--- config.mk ---
export PLATFORM = sky130hd
export DESIGN_NAME = conv1_frame_ctrl
export DESIGN_NICKNAME = d
export VERILOG_FILES = /design/src/rtl/conv1_frame_ctrl.sv
export SDC_FILE = /design/constraint.sdc
export NUM_CORES = 1
export LEC_CHECK = 0
export CAP_MARGIN = 20
export CORE_MARGIN = 3
export CORE_UTILIZATION = 42
export CTS_CLUSTER_SIZE = 14
export DETAILED_ROUTE_END_ITERATION = 8
export PLACE_DENSITY = 0.82
export REMOVE_ABC_BUFFERS = 1
export SYNTH_ARGS = -nofsm -noshare
export SYNTH_HDL_FRONTEND = slang
export SYNTH_SLANG_ARGS = --single-unit
--- constraint.sdc ---
create_clock -name clk -period 1.5 [get_ports clk]
set_input_delay 0.3 -clock clk [delete_from_list [all_inputs] [get_ports clk]]
set_output_delay 0.3 -clock clk [all_outputs]
set_load 0.02 [all_outputs]
--- src/rtl/conv1_frame_ctrl.sv ---
// conv1_frame_ctrl
//   Sequences one WIDTHxHEIGHT frame through the conv1 datapath. Pixels are
//   read from a synchronous image RAM and streamed back-to-back into conv1,
//   conv1 is held in a local reset between frames, and the conv1 valid
//   outputs are counted and tagged with their output index.
// Ports
//   clk, rst_n        clock / asynchronous active-low reset
//   start, abort      frame start request (IDLE only) / synchronous abort
//   busy, done, err   frame in progress / end-of-frame pulse / sticky error
//   img_rd_en/addr    image RAM read port, img_data returns one cycle later
//   conv_rst_n        registered local reset to conv1 (active low)
//   conv_data/pix_vld pixel stream into conv1
//   conv_valid        conv1 output strobe
//   out_idx/out_cnt   index of the presented output / outputs received
module conv1_frame_ctrl #(
  parameter int WIDTH        = 28,
  parameter int HEIGHT       = 28,
  parameter int KSIZE        = 5,
  parameter int DATA_BITS    = 8,
  parameter int ADDR_BITS    = 10,
  parameter int CLEAR_CYCLES = 2,
  parameter int DRAIN_TMO    = 64
) (
  input  logic                 clk,
  input  logic                 rst_n,
  input  logic                 start,
  input  logic                 abort,
  output logic                 busy,
  output logic                 done,
  output logic                 err,
  output logic                 img_rd_en,
  output logic [ADDR_BITS-1:0] img_addr,
  input  logic [DATA_BITS-1:0] img_data,
  output logic                 conv_rst_n,
  output logic [DATA_BITS-1:0] conv_data,
  output logic                 pix_vld,
  input  logic                 conv_valid,
  output logic [9:0]           out_idx,
  output logic [9:0]           out_cnt
);

  localparam int NPIX  = WIDTH * HEIGHT;
  localparam int NOUT  = (WIDTH - KSIZE + 1) * (HEIGHT - KSIZE + 1);
  localparam int CLR_W = (CLEAR_CYCLES > 1) ? $clog2(CLEAR_CYCLES) : 1;
  localparam int TMO_W = $clog2(DRAIN_TMO + 1);

  localparam logic [ADDR_BITS-1:0] LAST_PIX = ADDR_BITS'(NPIX - 1);
  localparam logic [9:0]           NOUT_C   = 10'(NOUT);
  localparam logic [9:0]           NOUT_M1  = 10'(NOUT - 1);
  localparam logic [CLR_W-1:0]     CLR_LAST = CLR_W'(CLEAR_CYCLES - 1);
  localparam logic [TMO_W-1:0]     TMO_LAST = TMO_W'(DRAIN_TMO - 1);

  typedef enum logic [2:0] {
    S_IDLE  = 3'd0,
    S_CLEAR = 3'd1,
    S_FEED  = 3'd2,
    S_DRAIN = 3'd3,
    S_DONE  = 3'd4
  } state_t;

  state_t               state, state_nxt;
  logic [CLR_W-1:0]     clr_cnt;
  logic [ADDR_BITS-1:0] pix_cnt;
  logic [TMO_W-1:0]     idle_cnt;

  logic start_ok, counting, cnt_ev, cnt_full, reach_nout, tmo_hit, clr_last;

  assign start_ok   = (state == S_IDLE) && start && !abort;
  assign counting   = (state == S_FEED) || (state == S_DRAIN);
  assign cnt_ev     = counting && conv_valid && !abort;
  assign cnt_full   = (out_cnt == NOUT_C);
  // out_cnt equals NOUT after this cycle's update
  assign reach_nout = cnt_full || (cnt_ev && (out_cnt == NOUT_M1));
  // idle_cnt counts cycles since the last valid, that valid cycle included,
  // so done lands DRAIN_TMO cycles after the last valid
  assign tmo_hit    = (state == S_DRAIN) && !conv_valid && (idle_cnt == TMO_LAST);
  assign clr_last   = (clr_cnt == CLR_LAST);

  // state register
  always_ff @(posedge clk or negedge rst_n) begin
    if (!rst_n) state <= S_IDLE;
    else        state <= state_nxt;
  end

  // next-state logic
  always_comb begin
    state_nxt = state;
    case (state)
      S_IDLE:  if (start)                   state_nxt = S_CLEAR;
      S_CLEAR: if (clr_last)                state_nxt = S_FEED;
      S_FEED:  if (pix_cnt == LAST_PIX)     state_nxt = S_DRAIN;
      S_DRAIN: if (reach_nout || tmo_hit)   state_nxt = S_DONE;
      S_DONE:                               state_nxt = S_IDLE;
      default:                              state_nxt = S_IDLE;
    endcase
    if (abort) state_nxt = S_IDLE;
  end

  // outputs decoded from state
  always_comb begin
    busy      = (state == S_CLEAR) || (state == S_FEED) || (state == S_DRAIN);
    done      = (state == S_DONE);
    // read for pixel k is issued one cycle ahead of FEED cycle k
    img_rd_en = !abort && (((state == S_CLEAR) && clr_last) ||
                           ((state == S_FEED) && (pix_cnt != LAST_PIX)));
    img_addr  = (state == S_FEED) ? pix_cnt + 1'b1 : '0;
  end

  assign conv_data = pix_vld ? img_data : '0;
  assign out_idx   = out_cnt;

  // counters, pipeline and status
  always_ff @(posedge clk or negedge rst_n) begin
    if (!rst_n) begin
      clr_cnt    <= '0;
      pix_cnt    <= '0;
      idle_cnt   <= '0;
      out_cnt    <= '0;
      err        <= 1'b0;
      pix_vld    <= 1'b0;
      conv_rst_n <= 1'b0;
    end else begin
      clr_cnt    <= (state == S_CLEAR) ? clr_cnt + 1'b1 : '0;
      pix_cnt    <= (state == S_FEED)  ? pix_cnt + 1'b1 : '0;
      pix_vld    <= img_rd_en;
      conv_rst_n <= (state_nxt == S_FEED) || (state_nxt == S_DRAIN);

      if (start_ok)                   idle_cnt <= '0;
      else if (counting && conv_valid) idle_cnt <= TMO_W'(1);
      else if (state == S_DRAIN)      idle_cnt <= idle_cnt + 1'b1;

      if (start_ok)                 out_cnt <= '0;
      else if (cnt_ev && !cnt_full) out_cnt <= out_cnt + 1'b1;

      if (start_ok)                                          err <= 1'b0;
      else if ((cnt_ev && cnt_full) ||
               (tmo_hit && !reach_nout && !abort))           err <= 1'b1;
    end
  end

endmodule
==> reports/results.ini, run 1 <==
[placed_design]
port_buffers = 56
hpwl_mm = 3.67
placed_cell_area_mm2 = 0.00274
gp_congestion = 0.822

[floorplanning]
die_h_um = 73.0
die_area_mm2 = 0.00534
start_util_pct = 45.2
ioPinCount = 57
core-area_mm2 = 0.00417
num_rows = 23
die_width_um = 73.0

[synth]
synth_xor_area_share_pct = 8.81
yosys.area_share.simple_pct = 27.8
yosysUniqueCellTypes = 40
synth_top_family_by_area = simple AND/OR/NAND/NOR gates
synth_seq_cells = 34
yosysWarnings = 0
synthArstFlopShare_pct = 100
synthTopCellsByCount = dfrtp_1, nor2_1, buf_4, xor2_1, and2_1
synth_top_area_share_pct = 45.1
synth_edf_count = 0
synth_compound_area_share_pct = 8.35
synth-main-ff-cell = dfrtp_1
synth_fa_ha_area_share_pct = 2.65
post-synth-top-count-cell = dfrtp_1
netlist_area_mm2 = 0.00189
synthMuxAreaShare_pct = 0
synth_cells = 195
synth_top_cell_by_area = dfrtp_1
synth_area_leaders = dfrtp_1, nor2_1, xor2_1
syn_avg_cell_area_um2 = 9.68
yosysSeqAreaShare_pct = 45.1

[clocking]
cts_buffer_depth = 2
ctsHtreeMaxLevel = 2
cts_sinks = 34
path_clk_slew_ns = 0.07
cts-buffers-inserted = 5
postCtsHoldBufs = 0
cts_root_buf = clkbuf_8
insertion_delay_ns = 0.30
tritoncts = yes

[cells_and_area]
multiInputGateArea_mm2 = 0.00122
area_growth_pct = 76.9
fillers = 255
drive_above_1_share_pct = 50.9
nets = 333
area.sequential_um2 = 855
design_area_mm2 = 0.00334
diodes = 0

[critical_path]
critical_path.slowest_cell = dfrtp_1
crit_chain = and4_4 -> or3b_1 -> xor2_1 -> nor2_2 -> buf_6
cp.arrival_ns = 1.85
slowest_delay_ns = 0.39
cpLargestDelayFamily = simple AND/OR/NAND/NOR gates
timing_worst_setup_path_type = flop to primary output
cp_data_required_time_ns = 1.20
cp-start-kind = flop
worstPathMaxFanout = 3
end_kind = primary output
cp_num_buf_inv = 1

[routing]
firstDrtPassIters = 4
drt-total-wl_mm = 6.85
drt_iter0_markers = 149
vias = 2019
drcViolationCount = 0
wl_per_cell_um = 18.7
antenna_left = 0
vias_per_cell = 5.52

[sta]
rsz0062_at_grt = true
skew_ns = 0.0101
fin_crit_sh_pct = 144
max_freq_mhz = 464
slew-limit-headroom_pct = 78.2
setup_viol = 30
fin_setup_tns_ns = -6.12
hold_viol_final = 0
layout_setup_ws_ns = -0.653
final.min_clock_period_ns = 2.15
worst_pin_slew_ns = 0.325
final_max_slew_viol_count = 0

[power]
total_leakage_power_nw = 1.63
vdd.ir_drop.worst_uv = 611
powerDensity_mw_per_mm2 = 653
finalPower_w = 0.00218

[global_route]
grt_max_degree = 35
grt_pass1_vias = 1933
track_usage_pct = 22.4
antenna_found_initial = 0
grt-ovfl-total = 0
grt_first_pass_wirelength_mm = 9.01

[outcome]
status = finished with violations
violations = negative setup slack

[job]
cap_violations = 0

[min_path]
hp-class = input port to async pin

[metrics by stage]
stage | worst slack (ns) | std cells | hold slack [ns] | utilization (%)
4_1_cts | -0.539 | 353 | 0.373 | 73.2
6_report | -0.653 | 366 | 0.364 | 80.0
2_1_floorplan | -0.318 | 179 | 0.00441 | -
3_3_place_gp | -0.660 | 329 | 0.413 | 65.6
5_1_grt | -0.727 | 366 | 0.370 | 80.0
3_5_place_dp | -0.702 | 329 | 0.428 | 65.6
[cell usage in the layout, fill, tap and decap left out, types with 3 or more instances in the layout]
| cell | synthesis | layout |
|---|---|---|
| clkbuf_8 | 0 | 5 |
| nand4_1 | 5 | 5 |
| and2_1 | 11 | 9 |
| nor3_2 | 0 | 3 |
| nand2_1 | 8 | 5 |
| ha_1 | 4 | 3 |
| xor2_1 | 12 | 11 |
| dfrtp_2 | 0 | 3 |
| nor2_1 | 28 | 22 |
| buf_4 | 12 | 62 |
| clkbuf_2 | 0 | 4 |
| buf_2 | 2 | 9 |
| a21oi_2 | 0 | 6 |
| nor2_4 | 0 | 5 |
| nand3b_1 | 3 | 3 |
| a32o_1 | 3 | 3 |
| xnor2_2 | 0 | 5 |
| dlygate4sd2_1 | 0 | 15 |
| and3_1 | 6 | 4 |
| nand3_2 | 0 | 4 |
| inv_1 | 6 | 5 |
| buf_6 | 1 | 22 |
| clkdlybuf4s15_1 | 0 | 5 |
| clkdlybuf4s50_1 | 0 | 11 |
| nand3_1 | 9 | 3 |
| dfrtp_1 | 34 | 31 |
[power by group]
part	switching [W]	internal, W	leakage [nW]
registers	0.0000383	0.000953	0.466
clock network	0.000349	0.000320	0.0383
logic	0.000268	0.000252	1.13
[layout make-up]
class | count | share of cell area [%]
multi-input combinational | 139 | 36.6
timing repair buffer | 130 | 33.0
sequential | 34 | 25.6
clock buffer | 7 | 2.29
tap | 50 | 1.87
inverter | 6 | 0.674
[path summary, 6_finish.rpt]
check | startpoint | endpoint | slack [ns] | cells after the start
setup / recovery | pix_cnt[0]$_DFF_PN0_ | img_addr[9] | -0.65 | 5
hold / removal | rst_n | out_cnt[8]$_DFFE_PN0P_ | 0.36 | 2
hold reg to reg | clr_cnt$_DFF_PN0_ | clr_cnt$_DFF_PN0_ | 0.46 | 1
setup reg to reg | state[2]$_DFF_PN0_ | state[0]$_DFF_PN0_ | -0.15 | 6
max in group asynchronous | rst_n | out_cnt[5]$_DFFE_PN0P_ | 0.95 | 2
min in group clk | abort | pix_vld$_DFF_PN0_ | 0.39 | 3
[worst reg2reg max path, stage by stage, from the launching register on]
cell and delay [ns]:
dfrtp_1 0.41, buf_6 0.13, buf_6 0.12, and4b_1 0.28, and2_4 0.17, a41oi_4 0.16, a32o_1 0.27
[layer usage]
metal  global-route usage [%]  wire length (um)
met1                     25.5              2430
met2                     38.6              3740
met3                     4.82               492
met4                     12.1               193
met5                        0                 0
[kinds of logic (layout without fill, tap and decap cells)]
group           after synthesis  after routing
flops                        34             34
compound gates               23             23
simple gates                 93             93
buf+inv                      22            143
fa+ha+maj                     4              4
xor+xnor                     19             19
[sequential cells by signal, indices dropped and copies added (netlist names)]
| signal | cells |
|---|---|
| out_cnt | 10 |
| pix_cnt | 10 |
| idle_cnt | 7 |
| state | 3 |
| clr_cnt | 1 |
| conv_rst_n | 1 |
| err | 1 |
| pix_vld | 1 |
[timing repair]
action / CTS / global route
gates cloned: 0 / 0
resized for setup: 158 / 68
endpoints found under the setup margin: 55 / 48
buffers inserted: 17 / 18
pin swaps: 18 / 32
Note: power is estimated with default switching activity, not from simulation.
==> run 2, diff against run 1 <==
--- a/config.mk
+++ b/config.mk
@@ -6,6 +6,7 @@
 export NUM_CORES = 1
 export LEC_CHECK = 0
 export CAP_MARGIN = 20
+export CORE_ASPECT_RATIO = 2
 export CORE_MARGIN = 3
 export CORE_UTILIZATION = 42
 export CTS_CLUSTER_SIZE = 14
==> reports/results.ini, run 2 (synthesized netlist as in run 1, its figures left out) <==
[floorplanning]
num_rows = 33  ; was 23
core-area_mm2 = 0.00421  ; was 0.00417 mm^2
start_util_pct = 44.8  ; was 45.2%
die_h_um = 101  ; was 73.0 um
die_width_um = 53.4  ; was 73.0 um
die_area_mm2 = 0.00538  ; was 0.00534 mm^2
ioPinCount = 57  ; unchanged

[critical_path]
setup.reg_to_reg.worst_slack_ns = -0.04  ; was -0.15 ns
cp-start-kind = flop  ; unchanged
rr_startpoint = out_cnt[3]$_DFFE_PN0P_  ; was state[2]$_DFF_PN0_
slowest_delay_ns = 0.44  ; was 0.39 ns
end_kind = primary output  ; unchanged
reg2reg_to = conv_rst_n$_DFF_PN0_  ; was state[0]$_DFF_PN0_
critical_path.slowest_cell = dfrtp_1  ; unchanged
cp.arrival_ns = 1.74  ; was 1.85 ns
crit_chain = nand4_1 -> or3b_1 -> xor2_1 -> nor2_1 -> buf_4  ; was and4_4 -> or3b_1 -> xor2_1 -> nor2_2 -> buf_6
cp_data_required_time_ns = 1.20  ; about the same
timing_worst_setup_path_type = flop to primary output  ; unchanged
worstPathMaxFanout = 3  ; unchanged
worst_r2r_path_depth = 5  ; was 6

[cells_and_area]
diodes = 0  ; unchanged
mostFrequentLayoutCells = buf_4, dfrtp_1, nor2_1  ; was buf_4, dfrtp_1, nor2_1, buf_6, dlygate4sd2_1
design_area_mm2 = 0.00319  ; was 0.00334 mm^2
top_regs = out_cnt x10, pix_cnt x10, idle_cnt x7  ; unchanged
nets = 322  ; was 333
post-route-util_pct = 75.8  ; was 80.0%
area_growth_pct = 69.1  ; was 76.9%
final_common_cell = buf_4  ; unchanged
drive_above_1_share_pct = 44.8  ; was 50.9%

[sta]
fin_crit_sh_pct = 136  ; was 144%
slew-limit-headroom_pct = 73.8  ; was 78.2%
rsz0062_at_grt = true  ; unchanged
max_freq_mhz = 490  ; was 464 MHz
layout_setup_ws_ns = -0.543  ; was -0.653 ns
setup_viol = 14  ; was 30
skew_ns = 0.00728  ; was 0.0101 ns
timing.hold.ws_ns = 0.377  ; was 0.364 ns
final.min_clock_period_ns = 2.04  ; was 2.15 ns
worst_pin_slew_ns = 0.390  ; was 0.325 ns
hold_viol_final = 0  ; unchanged
final_max_slew_viol_count = 0  ; unchanged

[clocking]
ctsHtreeMaxLevel = 2  ; unchanged
path_clk_slew_ns = 0.07  ; about the same
insertion_delay_ns = 0.29  ; was 0.30 ns
cts_root_buf = clkbuf_8  ; unchanged
tritoncts = yes  ; unchanged
cts-buffers-inserted = 5  ; unchanged
postCtsHoldBufs = 0  ; unchanged
cts_buffer_depth = 2  ; unchanged
cts_sinks = 34  ; unchanged

[routing]
wl_per_cell_um = 16.8  ; was 18.7 um
drt_iter0_markers = 49  ; was 149
antenna_left = 0  ; unchanged
firstDrtPassIters = 4  ; unchanged
vias_per_cell = 5.34  ; was 5.52
drt-total-wl_mm = 6.02  ; was 6.85 mm
vias = 1911  ; was 2019
drcViolationCount = 0  ; unchanged

[global_route]
track_usage_pct = 22.0  ; was 22.4%
grt_pass1_vias = 1977  ; was 1933
grt_first_pass_wirelength_mm = 8.71  ; was 9.01 mm
grt-ovfl-total = 0  ; unchanged
antenna_found_initial = 0  ; unchanged
grt_max_degree = 35  ; unchanged

[min_path]
hp-class = input port to async pin  ; unchanged

[placed_design]
gp_congestion = 0.804  ; was 0.822
place_ws_ns = -0.673  ; was -0.702 ns
hpwl_mm = 3.58  ; was 3.67 mm
placed_cell_area_mm2 = 0.00272  ; was 0.00274 mm^2
port_buffers = 56  ; unchanged

[power]
powerDensity_mw_per_mm2 = 673  ; was 653 mW/mm^2
total_leakage_power_nw = 1.53  ; was 1.63 nW
finalPower_w = 0.00215  ; was 0.00218 W
vdd.ir_drop.worst_uv = 759  ; was 611 uV

[outcome]
status = finished with violations  ; unchanged
violations = negative setup slack  ; unchanged

[job]
cap_violations = 0  ; unchanged

run 2: cell types whose count changed in the layout (fill, tap and decap cells not counted), sizes merged:
cell / delta
clkinv: +1
clkdlybuf4s15: +6
dlymetal6s2s: -1
clkdlybuf4s50: -1
clkbuf: +1
buf: -16
run 2: critical path, delay by kind of cell (launching register included):
kind | cells | cell delay, ns
xor+xnor | 1 | 0.15
flops | 1 | 0.44
simple gates | 3 | 0.69
buf+inv | 1 | 0.18
run 2: how the worst max path moves through the flow:
stage | startpoint | to | slack [ns]
floorplan | pix_cnt[0]$_DFF_PN0_ | img_rd_en | -0.32
global placement | pix_cnt[0]$_DFF_PN0_ | img_addr[9] | -0.63
detailed placement | pix_cnt[0]$_DFF_PN0_ | img_rd_en | -0.67
CTS | pix_cnt[0]$_DFF_PN0_ | img_addr[9] | -0.50
global route | pix_cnt[1]$_DFF_PN0_ | img_addr[8] | -0.58
finish | pix_cnt[5]$_DFF_PN0_ | img_addr[9] | -0.54
run 2: cell type report:
class | count | area [um^2]
clock buffers | 7 | 86.3
clock inverters | 1 | 5.00
fillers | 280 | 1020
inverters | 6 | 25.0
multi-input cells | 139 | 1120
flip-flops and latches | 34 | 856
well taps | 52 | 65.1
repair buffers | 119 | 1030
run 2: where the power goes:
group | switching (W) | leakage (nW) | internal, W
Clock | 0.000329 | 0.0482 | 0.000370
Sequential | 0.0000340 | 0.465 | 0.000954
Combinational | 0.000239 | 1.02 | 0.000224
run 2: timing repair:
action,CTS,global route
setup buffers,14,13
gates resized for setup,150,55
setup endpoints to repair,54,51
pin swaps,23,28
run 2: metrics by stage:
stage	TNS, ns	instances
2_1_floorplan	-2.70	179
3_3_place_gp	-12.81	328
3_5_place_dp	-13.80	328
4_1_cts	-3.91	350
5_1_grt	-5.41	358
6_report	-3.92	358
run 2: metal layers:
layer	routed length (um)	up-vias	track usage (%)
met5	0	-	0
met3	325	27	4.44
li1	-	883	-
met2	3510	84	41.8
met4	306	0	11.4
met1	1880	917	20.2
==> run 3, diff against run 2 <==
--- a/config.mk
+++ b/config.mk
@@ -7,12 +7,13 @@
 export LEC_CHECK = 0
 export CAP_MARGIN = 20
 export CORE_ASPECT_RATIO = 2
-export CORE_MARGIN = 3
+export CORE_MARGIN = 2
 export CORE_UTILIZATION = 42
 export CTS_CLUSTER_SIZE = 14
 export DETAILED_ROUTE_END_ITERATION = 8
 export PLACE_DENSITY = 0.82
 export REMOVE_ABC_BUFFERS = 1
+export SLEW_MARGIN = 10
 export SYNTH_ARGS = -nofsm -noshare
 export SYNTH_HDL_FRONTEND = slang
 export SYNTH_SLANG_ARGS = --single-unit
==> reports/results.ini, run 3 (synthesized netlist as in run 1, its figures left out) <==
[sta]
final_max_slew_viol_count = 0  ; unchanged
skew_ns = 0.00561  ; was 0.00728 ns
worst_pin_slew_ns = 0.400  ; was 0.390 ns
setup_viol = 36  ; was 14
slew-limit-headroom_pct = 73.1  ; was 73.8%
final.min_clock_period_ns = 2.12  ; was 2.04 ns
timing.hold.ws_ns = 0.372  ; was 0.377 ns
layout_setup_ws_ns = -0.623  ; was -0.543 ns
rsz0062_at_grt = true  ; unchanged
fin_crit_sh_pct = 142  ; was 136%
hold_viol_final = 0  ; unchanged
max_freq_mhz = 471  ; was 490 MHz

[job]
cap_violations = 0  ; unchanged

[cells_and_area]
design_area_mm2 = 0.00331  ; was 0.00319 mm^2
nets = 324  ; was 322
multiInputGateArea_mm2 = 0.00120  ; was 0.00112 mm^2
drive_above_1_share_pct = 47.9  ; was 44.8%
post-route-util_pct = 76.4  ; was 75.8%
final_common_cell = buf_4  ; unchanged
area_growth_pct = 75.5  ; was 69.1%
area.sequential_um2 = 856  ; unchanged
fillers = 280  ; unchanged
fin_cells = 361  ; was 358
mostFrequentLayoutCells = buf_4, dfrtp_1, buf_6  ; was buf_4, dfrtp_1, nor2_1
top_regs = out_cnt x10, pix_cnt x10, idle_cnt x7  ; unchanged
diodes = 0  ; unchanged

[routing]
wl_per_cell_um = 18.2  ; was 16.8 um
antenna_left = 0  ; unchanged
drt-total-wl_mm = 6.58  ; was 6.02 mm
vias = 1959  ; was 1911
drt_iter0_markers = 102  ; was 49
drcViolationCount = 0  ; unchanged
firstDrtPassIters = 4  ; unchanged
vias_per_cell = 5.43  ; was 5.34

[min_path]
hp-class = input port to async pin  ; unchanged

[critical_path]
timing_worst_setup_path_type = flop to primary output  ; unchanged
worst_r2r_path_depth = 9  ; was 5
startpoint = pix_cnt[6]$_DFF_PN0_  ; was pix_cnt[5]$_DFF_PN0_
worstPathMaxFanout = 3  ; unchanged
cp.arrival_ns = 1.82  ; was 1.74 ns
cp-start-kind = flop  ; unchanged
cp_data_required_time_ns = 1.20  ; about the same
reg2reg_to = pix_cnt[8]$_DFF_PN0_  ; was conv_rst_n$_DFF_PN0_
rr_startpoint = pix_cnt[0]$_DFF_PN0_  ; was out_cnt[3]$_DFFE_PN0P_
end_kind = primary output  ; unchanged
crit_end = img_rd_en  ; was img_addr[9]
setup.reg_to_reg.worst_slack_ns = -0.27  ; was -0.04 ns

[power]
powerDensity_mw_per_mm2 = 640  ; was 673 mW/mm^2
total_leakage_power_nw = 1.60  ; was 1.53 nW
vdd.ir_drop.worst_uv = 648  ; was 759 uV

[floorplanning]
die_width_um = 51.4  ; was 53.4 um
num_rows = 34  ; was 33
ioPinCount = 57  ; unchanged
die_area_mm2 = 0.00508  ; was 0.00538 mm^2
core-area_mm2 = 0.00434  ; was 0.00421 mm^2
die_h_um = 98.8  ; was 101 um
start_util_pct = 43.5  ; was 44.8%

[placed_design]
hpwl_mm = 3.65  ; was 3.58 mm
port_buffers = 56  ; unchanged
placedCellCount = 332  ; was 328
gp_congestion = 0.829  ; was 0.804
place_ws_ns = -0.705  ; was -0.673 ns
placed_cell_area_mm2 = 0.00274  ; was 0.00272 mm^2

[clocking]
cts-buffers-inserted = 5  ; unchanged
insertion_delay_ns = 0.29  ; about the same
ctsHtreeMaxLevel = 2  ; unchanged
cts_sinks = 34  ; unchanged
path_clk_slew_ns = 0.07  ; about the same
cts_buffer_depth = 2  ; unchanged
cts_root_buf = clkbuf_8  ; unchanged
postCtsHoldBufs = 0  ; unchanged
tritoncts = yes  ; unchanged

[outcome]
status = finished with violations  ; unchanged
violations = negative setup slack  ; unchanged

[global_route]
track_usage_pct = 22.9  ; was 22.0%
grt_first_pass_wirelength_mm = 8.59  ; was 8.71 mm
antenna_found_initial = 0  ; unchanged
grt_max_degree = 35  ; unchanged
grt_pass1_vias = 1938  ; was 1977
grt-ovfl-total = 0  ; unchanged

[run 3: cell types whose count changed in the layout (fill, tap and decap cells not counted), sizes merged]
cell | previous run | this run
clkbuf | 12 | 7
clkinv | 1 | 0
clkdlybuf4s15 | 11 | 2
dlygate4sd2 | 15 | 22
buf | 78 | 86
clkdlybuf4s50 | 10 | 11
[run 3: metal layers]
metal  up-vias  global-route usage [%]  share of wire [%]
met5         -                       0                  0
met4         0                    14.2                3.1
met3        19                    4.39                4.5
met2        75                    44.1                 60
met1       974                    19.9                 32
li1        891                       -                  -
[run 3: final cells by class]
cell class | count | share of cell area [%]
inverters | 6 | 0.755
well taps | 54 | 2.04
clock buffers | 7 | 2.30
flip-flops and latches | 34 | 25.8
multi-input cells | 139 | 36.3
repair buffers | 121 | 32.8
[run 3: worst max-delay path: stages, from the launching register on]
cell     delay (ns)
dfrtp_1        0.40
buf_4          0.14
nor4_1         0.36
nand4_1        0.22
a31oi_2        0.20
nor3_2         0.06
buf_4          0.16
[run 3: repair_timing]
action	in CTS	in global routing
resized for setup	165	62
setup endpoints to repair	63	35
pin swaps	17	36
cloned	1	0
buffers inserted	14	16
[run 3: report_power, final]
group,switching [W],internal (W)
sequential,0.0000310,0.000954
combinational,0.000260,0.000234
clock,0.000323,0.000319
[run 3: worst min-delay path by stage]
stage | from | to | cells past startpoint
floorplan | rst_n | clr_cnt$_DFF_PN0_ | 0
global route | rst_n | pix_cnt[6]$_DFF_PN0_ | 2
detailed placement | clr_cnt$_DFF_PN0_ | clr_cnt$_DFF_PN0_ | 1
CTS | abort | pix_vld$_DFF_PN0_ | 2
global placement | clr_cnt$_DFF_PN0_ | clr_cnt$_DFF_PN0_ | 1
finish | rst_n | pix_cnt[4]$_DFF_PN0_ | 2
[run 3: through the flow]
stage	TNS (ns)	total power (W)
floorplan	-2.70	0.00117
global route	-8.19	0.00220
global placement	-13.01	0.00139
finish	-6.63	0.00212
CTS	-4.25	0.00207
detailed placement	-14.28	0.00140
